==> src/rtl/stage4_n_type_scheduler.sv <==
// stage4_n_type_scheduler
// Steps through a programmable table of per-lane N-type control codes
// (lanes m1/m2/m3) under a valid/ready handshake, repeating the table for a
// programmed number of decoding iterations. The three control outputs drive
// the stage-4 N-type message selector directly. When no row is being
// presented the controls carry IDLE_CODE, which keeps the selector on its
// default message.
//
// Ports
//   i_clk, i_rst_n        : clock (rising edge), synchronous active-low reset
//   i_cfg_we/addr/data    : schedule row write, data = {m3,m2,m1}
//   i_start               : begin a run, samples i_num_rows / i_num_iter
//   i_num_rows            : rows per iteration, 0..DEPTH
//   i_num_iter            : iteration count, 0 behaves as 1
//   i_abort               : terminate the run without a done pulse
//   i_out_ready           : downstream accepts the presented row
//   o_N_type_control_m*   : lane control codes
//   o_out_valid           : controls hold a scheduled row
//   o_busy                : run in progress (RUN or DONE)
//   o_done                : one-cycle completion pulse
//   o_cfg_err             : sticky illegal-code / illegal-write flag
module stage4_n_type_scheduler #(
   parameter int                CTRL_W    = 3,
   parameter int                DEPTH     = 16,
   parameter int                ADDR_W    = 4,
   parameter int                ITER_W    = 5,
   parameter logic [CTRL_W-1:0] IDLE_CODE = 3'b111
) (
   input  logic                  i_clk,
   input  logic                  i_rst_n,
   input  logic                  i_cfg_we,
   input  logic [ADDR_W-1:0]     i_cfg_addr,
   input  logic [3*CTRL_W-1:0]   i_cfg_data,
   input  logic                  i_start,
   input  logic [ADDR_W:0]       i_num_rows,
   input  logic [ITER_W-1:0]     i_num_iter,
   input  logic                  i_abort,
   input  logic                  i_out_ready,
   output logic [CTRL_W-1:0]     o_N_type_control_m1,
   output logic [CTRL_W-1:0]     o_N_type_control_m2,
   output logic [CTRL_W-1:0]     o_N_type_control_m3,
   output logic                  o_out_valid,
   output logic                  o_busy,
   output logic                  o_done,
   output logic                  o_cfg_err
);

   typedef enum logic [1:0] {
      ST_IDLE = 2'd0,
      ST_RUN  = 2'd1,
      ST_DONE = 2'd2
   } state_t;

   localparam logic [3*CTRL_W-1:0] IDLE_ROW = {3{IDLE_CODE}};

   state_t                              r_state;
   logic [DEPTH-1:0][3*CTRL_W-1:0]      r_table;
   logic [ADDR_W-1:0]                   r_row;
   logic [ITER_W-1:0]                   r_iter;
   logic [ADDR_W:0]                     r_num_rows;
   logic [ITER_W-1:0]                   r_num_iter;
   logic [3*CTRL_W-1:0]                 r_ctrl;
   logic                                r_out_valid;
   logic                                r_busy;
   logic                                r_done;
   logic                                r_cfg_err;

   state_t                              w_state_nx;
   logic [ADDR_W-1:0]                   w_row_nx;
   logic [ITER_W-1:0]                   w_iter_nx;
   logic [ADDR_W:0]                     w_num_rows_nx;
   logic [ITER_W-1:0]                   w_num_iter_nx;
   logic [3*CTRL_W-1:0]                 w_wr_data;
   logic                                w_wr_bad;
   logic                                w_hs;
   logic                                w_last_row;
   logic                                w_last_iter;

   // L, M, N, R, S (0..4) and the idle code are storable; 5 and 6 are not.
   function automatic logic code_ok(input logic [CTRL_W-1:0] c);
      return (c <= CTRL_W'(4)) || (c == IDLE_CODE);
   endfunction

   assign w_hs        = r_out_valid & i_out_ready;
   assign w_last_row  = ({1'b0, r_row} == (r_num_rows - (ADDR_W+1)'(1)));
   assign w_last_iter = (r_iter == (r_num_iter - ITER_W'(1)));

   // Replace illegal codes in an incoming row by IDLE_CODE and flag them.
   always_comb begin
      w_wr_data = '0;
      w_wr_bad  = 1'b0;
      for (int f = 0; f < 3; f++) begin
         if (code_ok(i_cfg_data[f*CTRL_W +: CTRL_W])) begin
            w_wr_data[f*CTRL_W +: CTRL_W] = i_cfg_data[f*CTRL_W +: CTRL_W];
         end else begin
            w_wr_data[f*CTRL_W +: CTRL_W] = IDLE_CODE;
            w_wr_bad                      = 1'b1;
         end
      end
   end

   // Next-state logic: row/iteration stepping, start, abort and completion.
   always_comb begin
      w_state_nx    = r_state;
      w_row_nx      = r_row;
      w_iter_nx     = r_iter;
      w_num_rows_nx = r_num_rows;
      w_num_iter_nx = r_num_iter;
      case (r_state)
         ST_IDLE: begin
            // start beats a simultaneous abort simply because abort is not looked at here
            if (i_start) begin
               w_num_rows_nx = i_num_rows;
               w_num_iter_nx = (i_num_iter == ITER_W'(0)) ? ITER_W'(1) : i_num_iter;
               w_row_nx      = ADDR_W'(0);
               w_iter_nx     = ITER_W'(0);
               if (i_num_rows == (ADDR_W+1)'(0)) begin
                  w_state_nx = ST_DONE;
               end else begin
                  w_state_nx = ST_RUN;
               end
            end else begin
               w_state_nx = ST_IDLE;
            end
         end
         ST_RUN: begin
            // abort has priority over a coinciding handshake
            if (i_abort) begin
               w_state_nx = ST_IDLE;
            end else if (w_hs) begin
               if (w_last_row) begin
                  w_row_nx = ADDR_W'(0);
                  if (w_last_iter) begin
                     w_state_nx = ST_DONE;
                  end else begin
                     w_iter_nx = r_iter + ITER_W'(1);
                  end
               end else begin
                  w_row_nx = r_row + ADDR_W'(1);
               end
            end else begin
               w_state_nx = ST_RUN;
            end
         end
         ST_DONE: begin
            w_state_nx = ST_IDLE;
         end
         default: begin
            w_state_nx = ST_IDLE;
         end
      endcase
   end

   // Schedule table and sticky configuration error flag.
   always_ff @(posedge i_clk) begin
      if (!i_rst_n) begin
         r_table   <= {DEPTH{IDLE_ROW}};
         r_cfg_err <= 1'b0;
      end else if (i_cfg_we) begin
         if (r_state == ST_IDLE) begin
            r_table[i_cfg_addr] <= w_wr_data;
            r_cfg_err           <= r_cfg_err | w_wr_bad;
         end else begin
            r_cfg_err <= 1'b1;
         end
      end else begin
         r_cfg_err <= r_cfg_err;
      end
   end

   // FSM state, counters and registered outputs derived from the next state.
   always_ff @(posedge i_clk) begin
      if (!i_rst_n) begin
         r_state     <= ST_IDLE;
         r_row       <= '0;
         r_iter      <= '0;
         r_num_rows  <= '0;
         r_num_iter  <= '0;
         r_ctrl      <= IDLE_ROW;
         r_out_valid <= 1'b0;
         r_busy      <= 1'b0;
         r_done      <= 1'b0;
      end else begin
         r_state     <= w_state_nx;
         r_row       <= w_row_nx;
         r_iter      <= w_iter_nx;
         r_num_rows  <= w_num_rows_nx;
         r_num_iter  <= w_num_iter_nx;
         r_ctrl      <= (w_state_nx == ST_RUN) ? r_table[w_row_nx] : IDLE_ROW;
         r_out_valid <= (w_state_nx == ST_RUN);
         r_busy      <= (w_state_nx != ST_IDLE);
         r_done      <= (w_state_nx == ST_DONE);
      end
   end

   assign o_N_type_control_m1 = r_ctrl[0*CTRL_W +: CTRL_W];
   assign o_N_type_control_m2 = r_ctrl[1*CTRL_W +: CTRL_W];
   assign o_N_type_control_m3 = r_ctrl[2*CTRL_W +: CTRL_W];
   assign o_out_valid         = r_out_valid;
   assign o_busy              = r_busy;
   assign o_done              = r_done;
   assign o_cfg_err           = r_cfg_err;

endmodule

==> config.mk <==
export PLATFORM = sky130hd
export DESIGN_NAME = stage4_n_type_scheduler
export DESIGN_NICKNAME = d
export VERILOG_FILES = /design/src/rtl/stage4_n_type_scheduler.sv
export SDC_FILE = /design/constraint.sdc
export NUM_CORES = 1
export LEC_CHECK = 0
export ABC_AREA = 0
export CAP_MARGIN = 30
export CORE_MARGIN = 10
export CORE_UTILIZATION = 50
export CTS_BUF_LIST = sky130_fd_sc_hd__clkbuf_8
export DETAILED_ROUTE_END_ITERATION = 10
export PLACE_DENSITY = 0.74
export SLEW_MARGIN = 25
export SYNTH_ARGS = -nofsm -noshare
export SYNTH_HDL_FRONTEND = slang
export SYNTH_SLANG_ARGS = --single-unit
==> constraint.sdc <==
create_clock -name i_clk -period 3.2 [get_ports i_clk]
set_input_delay 0.96 -clock i_clk [delete_from_list [all_inputs] [get_ports i_clk]]
set_output_delay 0.96 -clock i_clk [all_outputs]
set_load 0.1 [all_outputs]
# After elaboration in Yosys (flattened, before gate mapping)
# Index checks and enable logic that the tools add are counted.
# W data, S select, Z words.
# word_totals
reg_bits	178
input_bits	29
output_inout_bits	13
wordCells	95
# classes
add_sub_neg	4
magnitude_cmp	6
n_eq_ne	13
mux	31
bitwise_logic	2
n_reduce_logical	13
# op_table
op	n
$bwmux W144	1
$bmux W9 S4	1
$demux W9 S4	1
$mux W5	6
$mux W9	2
$mux W4	4
$mux W2	6
$logic_not A5 Y1	2
$lt A4 B5 Y1 const B	2
$ne A2 B2 Y1 const B	5
$pmux W5 S2	1
$sub A5 B1 Y5 const B	2
$eq A3 B3 Y1 const B	3
$le A3 B3 Y1 const B	3
$mux W3	3
$pmux W4 S2	1
$reduce_and A2 Y1	3
$reduce_and A6 Y1	1
$add A5 B1 Y5 const B	1
$eq A4 B5 Y1	1
$eq A5 B5 Y1	1
$add A4 B1 Y4 const B	1
$eq A2 B1 Y1 const B	2
$ge A4 B1 Y1 const B	1
other kinds (9)	15

# Logic depth before layout (Yosys ltp)
# Gate-level depths: netlist of run 1.
# depth
depth_word	9
mapped_depth	12
mapped_depth_nobuf	10

# Least setup slack after synthesis of run 1
# OpenSTA, ideal clock, no wires.
# synth_timing
path_type	input port to flip-flop
from	in i_abort
to	reg r_ctrl[3]
setup_ps	124
t_arrival_ps	3101
required_ps	3076
slack_ps	-25
path_stages	8
cell_sequence	nor3b_1 -> nand3_1 -> o21ai_2 -> buf_2 -> mux2i_1 -> mux2i_1 -> mux2_2 -> a2111o_1
# synth_between
elab_chain_len	4
# synth_rtl
item	line	text
start: declaration	37	input logic i_abort,
$mux W4 / $mux W2 (equally long branches)	128	if (i_abort) begin
$pmux W4 S2 / $pmux W2 S2 (equally long branches)	109	case (r_state)
$bmux W9 S4 / $eq A2 B1 Y1 (equally long branches)	189	r_ctrl <= (w_state_nx == ST_RUN) ? r_table[w_row_nx] : IDLE_ROW;
$mux W9 (implied by the code) / $reduce_and A2 Y1 (equally long branches)	n/a	
end signal: assignment	189	
end: declaration	62	logic [3*CTRL_W-1:0] r_ctrl;
# Parallel ways exist; a longest one is shown, timed or not. The select of a mux whose other input is x is not followed.
# A chain may end at the register's enable or synchronous reset.

# Final worst setup path of run 1
# layout_timing
from	reg r_num_rows[1]
to	reg r_ctrl[6]
# layout_between
elab_chain_len	8
# layout_rtl
item	line	text
start: declaration	60	logic [ADDR_W:0] r_num_rows;
start signal: assignment	187	r_num_rows <= w_num_rows_nx;
$sub A5 B1 Y5 *	85	assign w_last_row = ({1'b0, r_row} == (r_num_rows - (ADDR_W+1)'(1)));
$eq A4 B5 Y1 *	85	
$mux W4 / $mux W2 (equally long branches)	131	if (w_last_row) begin
$mux W4 / $mux W2 (equally long branches)	130	end else if (w_hs) begin
$mux W4 / $mux W2 (equally long branches)	128	
$pmux W4 S2 / $pmux W2 S2 (equally long branches)	109	
$bmux W9 S4 / $eq A2 B1 Y1 (equally long branches)	189	
$mux W9 (implied by the code) / $reduce_and A2 Y1 (equally long branches)	n/a	
# Every way passes the cells marked *; elsewhere a longest branch is shown, timed or not. The select of a mux whose other input is x is not followed.

==> results of run 1 <==
final timing paths:
check                                               end  cells past startpoint
worst max-delay path               r_ctrl[6]$_SDFF_PN1_                     11
worst min-delay path            r_table[8]$_SDFFE_PN1P_                      2
worst max register to register     r_ctrl[6]$_SDFF_PN1_                     11
worst min register to register  r_table[8]$_SDFFE_PN1P_                      2
synth_stat cells (3+ instances only):
cell,n,area [sq um]
a2111o_1,5,56.3
a2111oi_0,10,87.6
a21boi_0,10,75.1
a21oi_1,12,60.1
a22oi_1,5,37.5
and2_1,6,37.5
buf_2,7,35.0
clkbuf_1,56,210
dfxtp_1,178,3560
ha_1,4,50.1
inv_1,7,26.3
mux2_2,15,169
mux2i_1,93,931
mux4_2,16,360
nand2_1,186,698
nand2b_1,3,18.8
nand3_1,17,85.1
nand4_1,3,18.8
nor2_1,21,78.8
nor2b_1,7,43.8
nor3_1,6,30.0
nor3b_1,3,22.5
o211ai_1,97,728
xnor2_1,7,61.3
xor2_1,9,78.8
worst max-delay path, delay by kind of cell (launching register included):
| family | cells | cell delay, ns |
|---|---|---|
| adders and majority gates | 1 | 0.14 |
| DFF | 1 | 0.33 |
| and+or+nand+nor | 1 | 0.07 |
| buffers and inverters | 3 | 0.34 |
| muxes | 1 | 0.31 |
| AOI/OAI and AO/OA | 5 | 1.81 |
metal layers:
layer	GRT usage [%]	share of wire [%]	up-vias
met3	3.91	4.5	30
met2	28.7	47	149
li1	-	-	3054
met5	0	0	-
met1	22.6	47	2950
met4	6.27	1.6	0
where the power goes:
part / switching, uW / internal [uW] / total [uW]
clock: 856 / 750 / 1610
combinational: 229 / 158 / 387
sequential: 27.9 / 2260 / 2290
state kept, by name, indices dropped and copies added (netlist names):
name and count:
r_num_rows 5, r_ctrl 9, o_cfg_err 1, o_done 1, r_num_iter 5, o_out_valid 1, r_row 4, r_iter 5
r_table 144, r_state 2, o_busy 1
layout by cell type (no fill, tap or decap), types with 4 or more instances in the layout:
cell type	n
inv_1	5
nor3_1	5
buf_4	73
clkdlybuf4s50_1	27
a22oi_1	5
buf_12	7
nand2_1	186
xor2_1	9
mux4_2	16
clkbuf_8	19
nor2_1	21
nor2b_1	7
dfxtp_1	176
a21oi_1	12
nand3_1	17
a21boi_0	10
mux2_2	15
xnor2_1	7
mux2i_1	92
o211ai_1	97
inv_6	4
a2111o_1	5
a2111oi_0	5
and2_1	6
metrics by stage:
step                setup slack, ns  hold WS, ns  power [uW]
floorplan                    0.0571        0.435        2570
global placement             -0.312        0.454        2710
detailed placement           -0.357        0.457        2710
CTS                        0.000528        0.477        4300
global route                -0.0275        0.499        4450
finish                       0.0869        0.478        4280
kinds of logic (layout without fill, tap and decap cells):
family / after synthesis / in the layout / share of synthesized area [%]
flip-flops: 178 / 178 / 45.5
multiplexers: 124 / 124 / 18.6
buffers and inverters: 75 / 151 / 4.09
adder cells (fa/ha/maj): 4 / 4 / 0.639
AND/OR/NAND/NOR: 262 / 262 / 14.1
XOR/XNOR: 16 / 16 / 1.79
AO/OA/AOI/OAI: 155 / 155 / 15.3
final cells by class:
class                           count  area share, %
Clock inverter                     13           1.60
Multi-Input combinational cell    561           43.2
Sequential cell                   178           38.2
Clock buffer                       19           2.80
Tap cell                          211           2.83
Timing Repair Buffer              111           11.1
Inverter                            8          0.322
repair_timing:
| action | CTS | global route |
|---|---|---|
| resized for setup | 3 | 17 |
| buffers inserted | 0 | 2 |
| endpoints found under the setup margin | 8 | 9 |
| gates cloned | 0 | 2 |
| pin swaps | 1 | 6 |
==> metrics, run 1 <==
status finished, final reports clean; Placement Cell Area 8790 sq um; Core ar. 15300 sq um; crit path DAT 3.47 ns; clock-pin slew on the worst setup and hold paths 0.10 ns; YS warnings 0; crit-path max cell delay 0.48 ns; critical path capture point type register; critical-path cell list inv_2 -> ha_4 -> buf_4 -> nand3_1 -> a221o_1 -> a2111oi_4 -> a21oi_1 -> a311oi_4 -> inv_2 -> mux2_2 -> a2111o_1; Layout Nets 910; grt ovf 0; Core Util, Final 61.1%; HP Start r_table[8]$_SDFFE_PN1P_; vias 6183; TritonCTS Sinks 178; Seq/Total Area, Yosys 45.5%; Primary FF master, synth dfxtp_1; IO Pins 42; final worst path period need 3.11 ns; Num CTS Buffers 17; CP max stage cell a2111oi_4; Final setup viols 0; drt initial violations 489; worst vdd ir 0.343 mV; FFs w/ async S/R, synth 0%; fillcell total 1287; final cell count without fillers 1101; critical path fanouts, max 8; syn_nets 847; DR pass1 iterations 5; clk buf depth 2; largest net degree at the start of global routing 165; antenna violations before repair 0; Setup CP Type reg2reg; htree depth 4; Hold Buf Count CTS 0; period utilization 97.3%; Lkg Pwr 0.00416 uW; Tot GR Track Use 17.7%; Final Slew Violations 0; post-synthesis cell count 814; crit-path most repeated cell inv_2; TNS Setup 0 ns; max-cap violations 0; DRC Markers 0; first-pass GRT wire length 30700 um; post-DR wirelength/cell 17.5 um; post-route ant nets 0; initial core utilization 51.3%; input/output buffers 41; clk_lat worst skew 0.47 ns; Max Clock Skew 0.0105 ns; Worst EP required 3.56 ns; Die Area 21100 sq um; vias per cell 5.62; GPL Wtd Cong 0.842; R2R setup slack 0.09 ns; Mapped Area 7840 sq um; Root Buffer clkbuf_8; max_slew headroom 50.5%; vias in the first global route 5906; post-DP HPWL 12600 um; hold crit path type reg2reg; multi-input logic area 4030 sq um; dpl cells 1066; FP Rows 45; transition time of the tightest slew-check pin 0.740 ns; Startpoint Class register; Die W 145 um; Cell variety after synth 51; Peak Freq 321 MHz; Die Y-Extent 145 um; crit path launch r_num_rows[1]$_SDFFE_PN0P_; RSZ-0062 raised after global routing true; post-synthesis register bit count 178; syn_area_per_cell 9.63 sq um; Critical R2R Launch r_num_rows[1]$_SDFFE_PN0P_; final hold vios 0; register area 3570 sq um; # diodes 0; Post-synth EDFFs 0; CTS tree done; Routed WL 19200 um; post-route cell area 9330 sq um; synthesis-to-layout area growth 19.0%; layout cells sized above 1 18.5%; power density over the cells 459 nW/um^2
(Power assumes the default switching activity.)
==> run 2: changes to the inputs <==
- CORE_MARGIN: 10 -> not set
- CORE_UTILIZATION: 50 -> 42
- PLACE_DENSITY: 0.74 -> 0.65
==> run 2 against run 1 <==
Compared with the run above: the flow now finishes with violations (design-rule violations); power fell by 0.48%; routed wire length increased by 1.5%; cell area up 0.56%; clock power about the same; fmax decreased by 1.6%; die area decreased by 8.9%; clock skew rose by 0.0076 ns; clock-buffer cell count decreased by 1.
==> metrics, run 2 (synthesized netlist as in run 1, its figures left out) <==
hold crit path type reg2reg; Num CTS Buffers 17; input/output buffers 41; largest net degree at the start of global routing 165; vias 6135; total power 4260 uW; Layout Nets 913; final worst path period need 3.17 ns; Tot GR Track Use 20.5%; antenna violations before repair 0; FP Rows 49; multi-input logic area 4050 sq um; status finished, violations left; Die Y-Extent 139 um; final hold vios 0; Routed WL 19500 um; vias in the first global route 5914; Setup WS post-layout 0.0347 ns; clk buf depth 2; Worst EP required 3.55 ns; IO Pins 42; Die W 139 um; Hold Buf Count CTS 0; max-cap violations 0; fillcell total 1678; Setup WS pre-CTS -0.263 ns; transition time of the tightest slew-check pin 0.728 ns; max_slew headroom 51.5%; initial core utilization 43.2%; Final setup viols 0; synthesis-to-layout area growth 19.7%; Core ar. 18100 sq um; power density over the cells 454 nW/um^2; clk_lat worst skew 0.48 ns; biggest regs r_table (144), r_ctrl (9); Die Area 19200 sq um; Core Util, Final 51.7%; crit path DAT 3.51 ns; Max Clock Skew 0.0181 ns; first-pass GRT wire length 30700 um; critical path capture point type register; layout cells sized above 1 19.0%; # diodes 0; Startpoint Class register; Setup CP Type reg2reg; Root Buffer clkbuf_8; clock-pin slew on the worst setup and hold paths 0.09 ns; post-route cell area 9380 sq um; Final Slew Violations 0; CTS tree done; register area 3570 sq um; drt initial violations 456; critical path fanouts, max 7; Peak Freq 316 MHz; RSZ-0062 raised after global routing true; commonest non-fill, non-tap cell in the layout nand2_1; post-DP HPWL 12900 um; Critical R2R Launch r_num_rows[1]$_SDFFE_PN0P_; Placement Cell Area 8800 sq um; DR pass1 iterations 8; post-DR wirelength/cell 17.4 um; register with the highest flop count r_table; failing checks design-rule violations; Lkg Pwr 0.00418 uW; commonest non-fill, non-tap cells in the layout nand2_1, dfxtp_1, o211ai_1; crit path launch r_num_rows[1]$_SDFFE_PN0P_; post-route ant nets 0; max reg flops 144; GPL Wtd Cong 0.784; htree depth 4; worst vdd ir 0.267 mV; DRC Markers 4; grt ovf 0; period utilization 98.9%; HP Start r_table[20]$_SDFFE_PN1P_; TritonCTS Sinks 178; vias per cell 5.47
==> run 2: metal layers <==
| layer | up-vias | track usage [%] | routed length [um] |
|---|---|---|---|
| li1 | 3077 | - | - |
| met1 | 2926 | 26.8 | 9190 |
| met2 | 111 | 34.1 | 9310 |
| met3 | 21 | 3.80 | 738 |
| met4 | 0 | 7.27 | 257 |
| met5 | - | 0 | 0 |
==> run 2: final timing paths <==
check,to,slack [ns],cells past startpoint
worst max-delay path,r_ctrl[6]$_SDFF_PN1_,0.03,12
worst max register to register,r_ctrl[6]$_SDFF_PN1_,0.03,12
worst min-delay path,r_table[20]$_SDFFE_PN1P_,0.48,2
worst min register to register,r_table[20]$_SDFFE_PN1P_,0.48,2
==> run 2: area by class of cell <==
type	count	area share [%]
repair buffers	114	11.1
clock inverters	14	1.64
clock buffers	18	2.64
well taps	229	3.05
flip-flops and latches	178	38.0
inverters	8	0.320
multi-input cells	561	43.2
==> run 2: stage by stage <==
stage	hold slack [ns]	cells	setup TNS, ns
2_1_floorplan	0.435	814	0
3_3_place_gp	0.453	1085	-1.69
3_5_place_dp	0.457	1085	-2.02
4_1_cts	0.478	1117	0
5_1_grt	0.499	1122	-0.468
6_report	0.476	1122	0
==> run 2: power by group <==
group          switching (uW)  internal [uW]
sequential               28.6           2260
clock                     860            726
combinational             228            158
total                    1120           3140
==> run 2: critical path, stage by stage, from the launching register on <==
cell	delay, ns
dfxtp_2	0.34
inv_2	0.04
ha_4	0.17
o21ba_4	0.21
a221o_1	0.38
a2111oi_4	0.48
buf_4	0.20
o21ai_4	0.12
buf_6	0.17
mux2i_2	0.19
mux2i_1	0.11
mux2_4	0.28
a2111o_1	0.36
==> run 2: repair_timing <==
action                     CTS  global route
gates resized for setup      1            26
pin swaps                    2             9
setup endpoints to repair    5             9
cloned                       0             3
buffers inserted             0             2
==> RTL edit 1 (settings of run 2) <==
Put one more register stage on the output `o_cfg_err`, cleared by the reset. The value now appears one clock later. The other outputs are not delayed to match.
--- a/src/rtl/stage4_n_type_scheduler.sv
+++ b/src/rtl/stage4_n_type_scheduler.sv
@@ -199,7 +199,13 @@
    assign o_out_valid         = r_out_valid;
    assign o_busy              = r_busy;
    assign o_done              = r_done;
-   assign o_cfg_err           = r_cfg_err;
+   always_ff @(posedge i_clk) begin
+      if (!i_rst_n) begin
+         o_cfg_err <= '0;
+      end else begin
+         o_cfg_err <= r_cfg_err;
+      end
+   end
 
 endmodule
 
Function: changed (Yosys sat finds a counterexample within 4 cycles, from zero or initial values and one cycle with i_rst_n low).
==> RTL edit 1 against run 2 <==
- routed wire length decreased by 1.2%
- non-clock buffer count shrank 14
- worst setup slack better by 0.096 ns
- sequential cell count up 1
- design area fell by 1.1%
- synthesized area increased by 1.6%
- power rose by 0.25%
- count of clock-buffer cells in the layout is 1 lower
- die area is 1.6% higher
- combinational power decreased by 5.7%
- critical endpoint is now r_ctrl[7]$_SDFF_PN1_
==> RTL edit 1: results <==
layout:
  nNetsFinal: 939
  drive_gt1_share_pct: 14.5
  fillers: 1732
place:
  gp_congestion: 0.806
  dpl.hpwl_um: 12900
  dpl.cell_count: 1114
  dpl_worst_slack_ns: -0.324
  place_area_um2: 8810
pwr:
  ir_drop_mv: 0.257
  leakagePower_nw: 4.14
grt:
  first_global_vias: 5780
  grt_pass1_wl_um: 31000
  grt_usage_pct: 20.3
  grt_max_degree: 166
critical_path:
  r2r_slack_ns: 0.13
  worstPathArrival_ns: 3.45
  endpoint: "r_ctrl[7]$_SDFF_PN1_"
  cp_slowest_cell: "mux4_2"
  r2r_start: "r_num_rows[0]$_SDFFE_PN0P_"
  cp_max_fo: 12
logic_synthesis:
  syn-num-nets: 889
  yosysSeqAreaShare_pct: 45.0
  syn_avg_cell_area_um2: 9.30
  synth_top_flop_cell: "dfxtp_1"
  postSynth.asyncResetShare_pct: 0
  synth_top_cells_by_area: "dfxtp_1, mux2i_1, nand2_1"
  yosys-top-cells-count: "nand2_1, dfxtp_1, mux2i_1"
  synthDistinctLibCells: 50
route:
  first_pass_iters: 5
  vias: 6248
  routed_via_density: 5.44
  avgRoutedWirePerCell_um: 16.8
  drtIter0Drc: 498
min_path:
  min_to: "o_cfg_err$_SDFF_PN0_"
  hold_depth: 1
  min_from: "r_cfg_err$_SDFFE_PN0P_"
timing:
  hold_ws_ns: 0.472
  slew_headroom_pct: 44.3
  clock_skew_ns: 0.00783
  fin_crit_ns: 3.07
floorplan:
  die-area_um2: 19500
run_status:
  status: "complete, no violations"
[RTL edit 1: cell types whose count changed in the layout (fill, tap and decap cells not counted), sizes merged, moves of 5 or more]
cell | run 2 | this run
a2111o | 5 | 0
a2111oi | 11 | 2
a21oi | 12 | 23
a221oi | 0 | 6
a22o | 0 | 12
buf | 84 | 71
mux2 | 15 | 6
mux2i | 93 | 108
mux4 | 16 | 6
nand2 | 186 | 207
nand3 | 17 | 9
[RTL edit 1: power by group]
| group | internal, mW | total, mW | switching [mW] | leakage [nW] |
|---|---|---|---|---|
| Clock | 0.718 | 1.61 | 0.889 | 0.199 |
| Combinational | 0.145 | 0.364 | 0.219 | 2.48 |
| Sequential | 2.27 | 2.30 | 0.0273 | 1.46 |
| Total | 3.13 | 4.27 | 1.14 | 4.14 |
[RTL edit 1: layout make-up]
type                    instances  area (um2)  share of cell area [%]
multi-input cells             602        4060                    43.8
flip-flops and latches        179        3590                    38.6
repair buffers                100         916                    9.87
well taps                     229         287                    3.09
clock inverters                15         174                    1.87
inverters                       6        22.5                   0.243
clock buffers                  17         234                    2.52
[RTL edit 1: cells by family (layout without fill, tap and decap cells)]
group	Yosys count	in the layout	synth area share (%)
and+or+nand+nor	283	283	15.1
adders and majority gates	4	4	0.629
DFF	179	179	45.0
xor gates and xnor gates	18	18	1.98
buffers and inverters	75	138	4.24
AOI/OAI and AO/OA	177	177	16.8
muxes	120	120	16.3
[RTL edit 1: per-layer routing]
layer,part of all wire [%],global-route usage (%)
met4,1.6,7.29
met3,3.2,3.44
met1,49,27.8
met5,0,0
met2,47,32.2
[RTL edit 1: timing repair]
action                                  4_1_cts  5_1_grt
endpoints found under the setup margin        2        7
resized for setup                             0       12
pin swaps                                     1        3
hold buffers                                  0        0
cloned                                        0        2
==> RTL edit 2 (flow settings as in run 2) <==
Made on the original files. The parameter `ADDR_W` goes from 4 to 3.
--- a/src/rtl/stage4_n_type_scheduler.sv
+++ b/src/rtl/stage4_n_type_scheduler.sv
@@ -22,7 +22,7 @@
 module stage4_n_type_scheduler #(
    parameter int                CTRL_W    = 3,
    parameter int                DEPTH     = 16,
-   parameter int                ADDR_W    = 4,
+   parameter int                ADDR_W    = 3,
    parameter int                ITER_W    = 5,
    parameter logic [CTRL_W-1:0] IDLE_CODE = 3'b111
 ) (
Ports: changed (resized i_cfg_addr and i_num_rows); port bits go from 42 to 40. The function was not compared with the original's and may differ.
==> RTL edit 2 against run 2 <==
- core utilization decreased by 1.1 points
- critical endpoint is now r_ctrl[0]$_SDFF_PN1_
- power decreased by 37%
- routed wire length decreased by 38%
- largest cell class unchanged
- synthesized area decreased by 37%
- global-route usage increased by 0.62 points
- worst setup slack improved by 0.39 ns
- sequential cell count decreased by 74
- design area decreased by 38%
- sequential share of layout area decreased by 2.0 points
==> RTL edit 2: results <==
clocking:
  postCtsSetupBuffers: 0
  cts_buffers: 9
  cts.repair.resized: 0
  cts_root_buffer: "clkbuf_8"
  clkLatencyLatePin_ns: 0.37
  cts_max_level: 3
  clk_pin_slew_ns: 0.10
  cts_max_path_buffers: 2
min_path:
  holdCritPathClass: "reg2reg"
  hold_depth: 2
layout:
  drive_gt1_share_pct: 12.9
  nNetsFinal: 645
  fillers: 1117
  reg_top3: "r_table x72, r_ctrl x9"
  diodes: 0
logic_synthesis:
  syn-num-nets: 609
  yosysSeqAreaShare_pct: 42.3
  postSynth.asyncResetShare_pct: 0
  yosys-top-cells-count: "nand2_1, dfxtp_1, o211ai_1"
  synth_warnings: 0
  synth_top_cells_by_area: "dfxtp_1, nand2_1, o211ai_1"
  synthDistinctLibCells: 51
run_status:
  status: "complete, no violations"
critical_path:
  ff2ff_path_depth: 8
  worstPathArrival_ns: 3.05
  path_delay_family: "simple AND/OR/NAND/NOR gates"
  cp_slowest_cell: "or4_1"
  cpPeakStageDelay_ns: 0.59
  cp_max_fo: 9
place:
  io_buffers: 39
  dpl_worst_slack_ns: 0.0531
  dpl.hpwl_um: 8320
  gp_congestion: 0.832
route:
  first_pass_iters: 5
  drtIter0Drc: 221
  drc: 0
  drt-total-wl_um: 12100
  vias: 4329
timing:
  clock_skew_ns: 0.00771
  tightest_slew_ns: 0.798
pwr:
  leakagePower_nw: 2.62
  ir_drop_mv: 0.365
grt:
  grt_pass1_wl_um: 19600
  grt_antenna_before_repair: 0
  first_global_vias: 4002
  grt_usage_pct: 21.2
  grt_max_degree: 78
RTL edit 2: changes by cell type in the layout (fill, tap and decap cells not counted), moves of 16 or more:
cell,run 2,this run
nand2_1,186,121
dfxtp_1,176,104
buf_4,77,41
o22ai_1,1,18
o21ai_0,1,20
mux4_2,16,0
a21boi_0,10,26
mux2i_1,92,7
o211ai_1,97,51
a21boi_1,0,19
nand3_1,16,43
RTL edit 2: layout make-up:
| type | count | area share, % |
|---|---|---|
| multi-input cells | 422 | 45.1 |
| repair buffers | 71 | 11.1 |
| inverters | 6 | 0.390 |
| clock buffers | 9 | 2.15 |
| flip-flops and latches | 104 | 36.1 |
| well taps | 143 | 3.10 |
| clock inverters | 7 | 2.08 |
RTL edit 2: kinds of logic after synthesis:
| logic type | synth area share, % |
|---|---|
| AO/OA/AOI/OAI | 27.8 |
| XOR/XNOR | 2.64 |
| flip-flops | 42.3 |
| AND/OR/NAND/NOR | 19.8 |
| adder cells (fa/ha/maj) | 1.02 |
| multiplexers | 1.42 |
| buffers and inverters | 4.93 |
RTL edit 2: worst min-delay path, delay by kind of cell, from the launching register on:
kind | cells | cell delay (ns)
simple gates | 2 | 0.11
flops | 1 | 0.32
RTL edit 2: power breakdown:
| part | leakage, nW | switching (mW) | internal (mW) |
|---|---|---|---|
| registers | 0.848 | 0.0267 | 1.34 |
| logic | 1.65 | 0.202 | 0.136 |
| clock network | 0.119 | 0.448 | 0.521 |
RTL edit 2: final timing paths:
kind                                            startpoint                  endpoint  slack (ns)
worst max-delay path                         i_num_rows[3]      r_ctrl[0]$_SDFF_PN1_        0.43
worst min-delay path              r_table[14]$_SDFFE_PN1P_  r_table[14]$_SDFFE_PN1P_        0.47
worst max register to register  r_num_rows[0]$_SDFFE_PN0P_      r_ctrl[0]$_SDFF_PN1_        0.68
worst min register to register    r_table[14]$_SDFFE_PN1P_  r_table[14]$_SDFFE_PN1P_        0.47
RTL edit 2: layer usage:
layer / share of wire [%] / GRT usage, % / up-vias
met3: 4.4 / 3.76 / 13
li1: - / - / 2169
met2: 49 / 36.2 / 107
met1: 45 / 27.0 / 2040
met4: 1.6 / 6.67 / 0
met5: 0 / 0 / -
RTL edit 2: per-stage QoR:
step	util [%]	hold WS (ns)	cells	area [um2]
6_report	50.6	0.467	762	5770
5_1_grt	50.6	0.492	762	5770
4_1_cts	50.6	0.473	762	5770
3_5_place_dp	48.4	0.453	746	5530
3_3_place_gp	48.4	0.445	746	5530
2_1_floorplan	-	0.434	578	4920
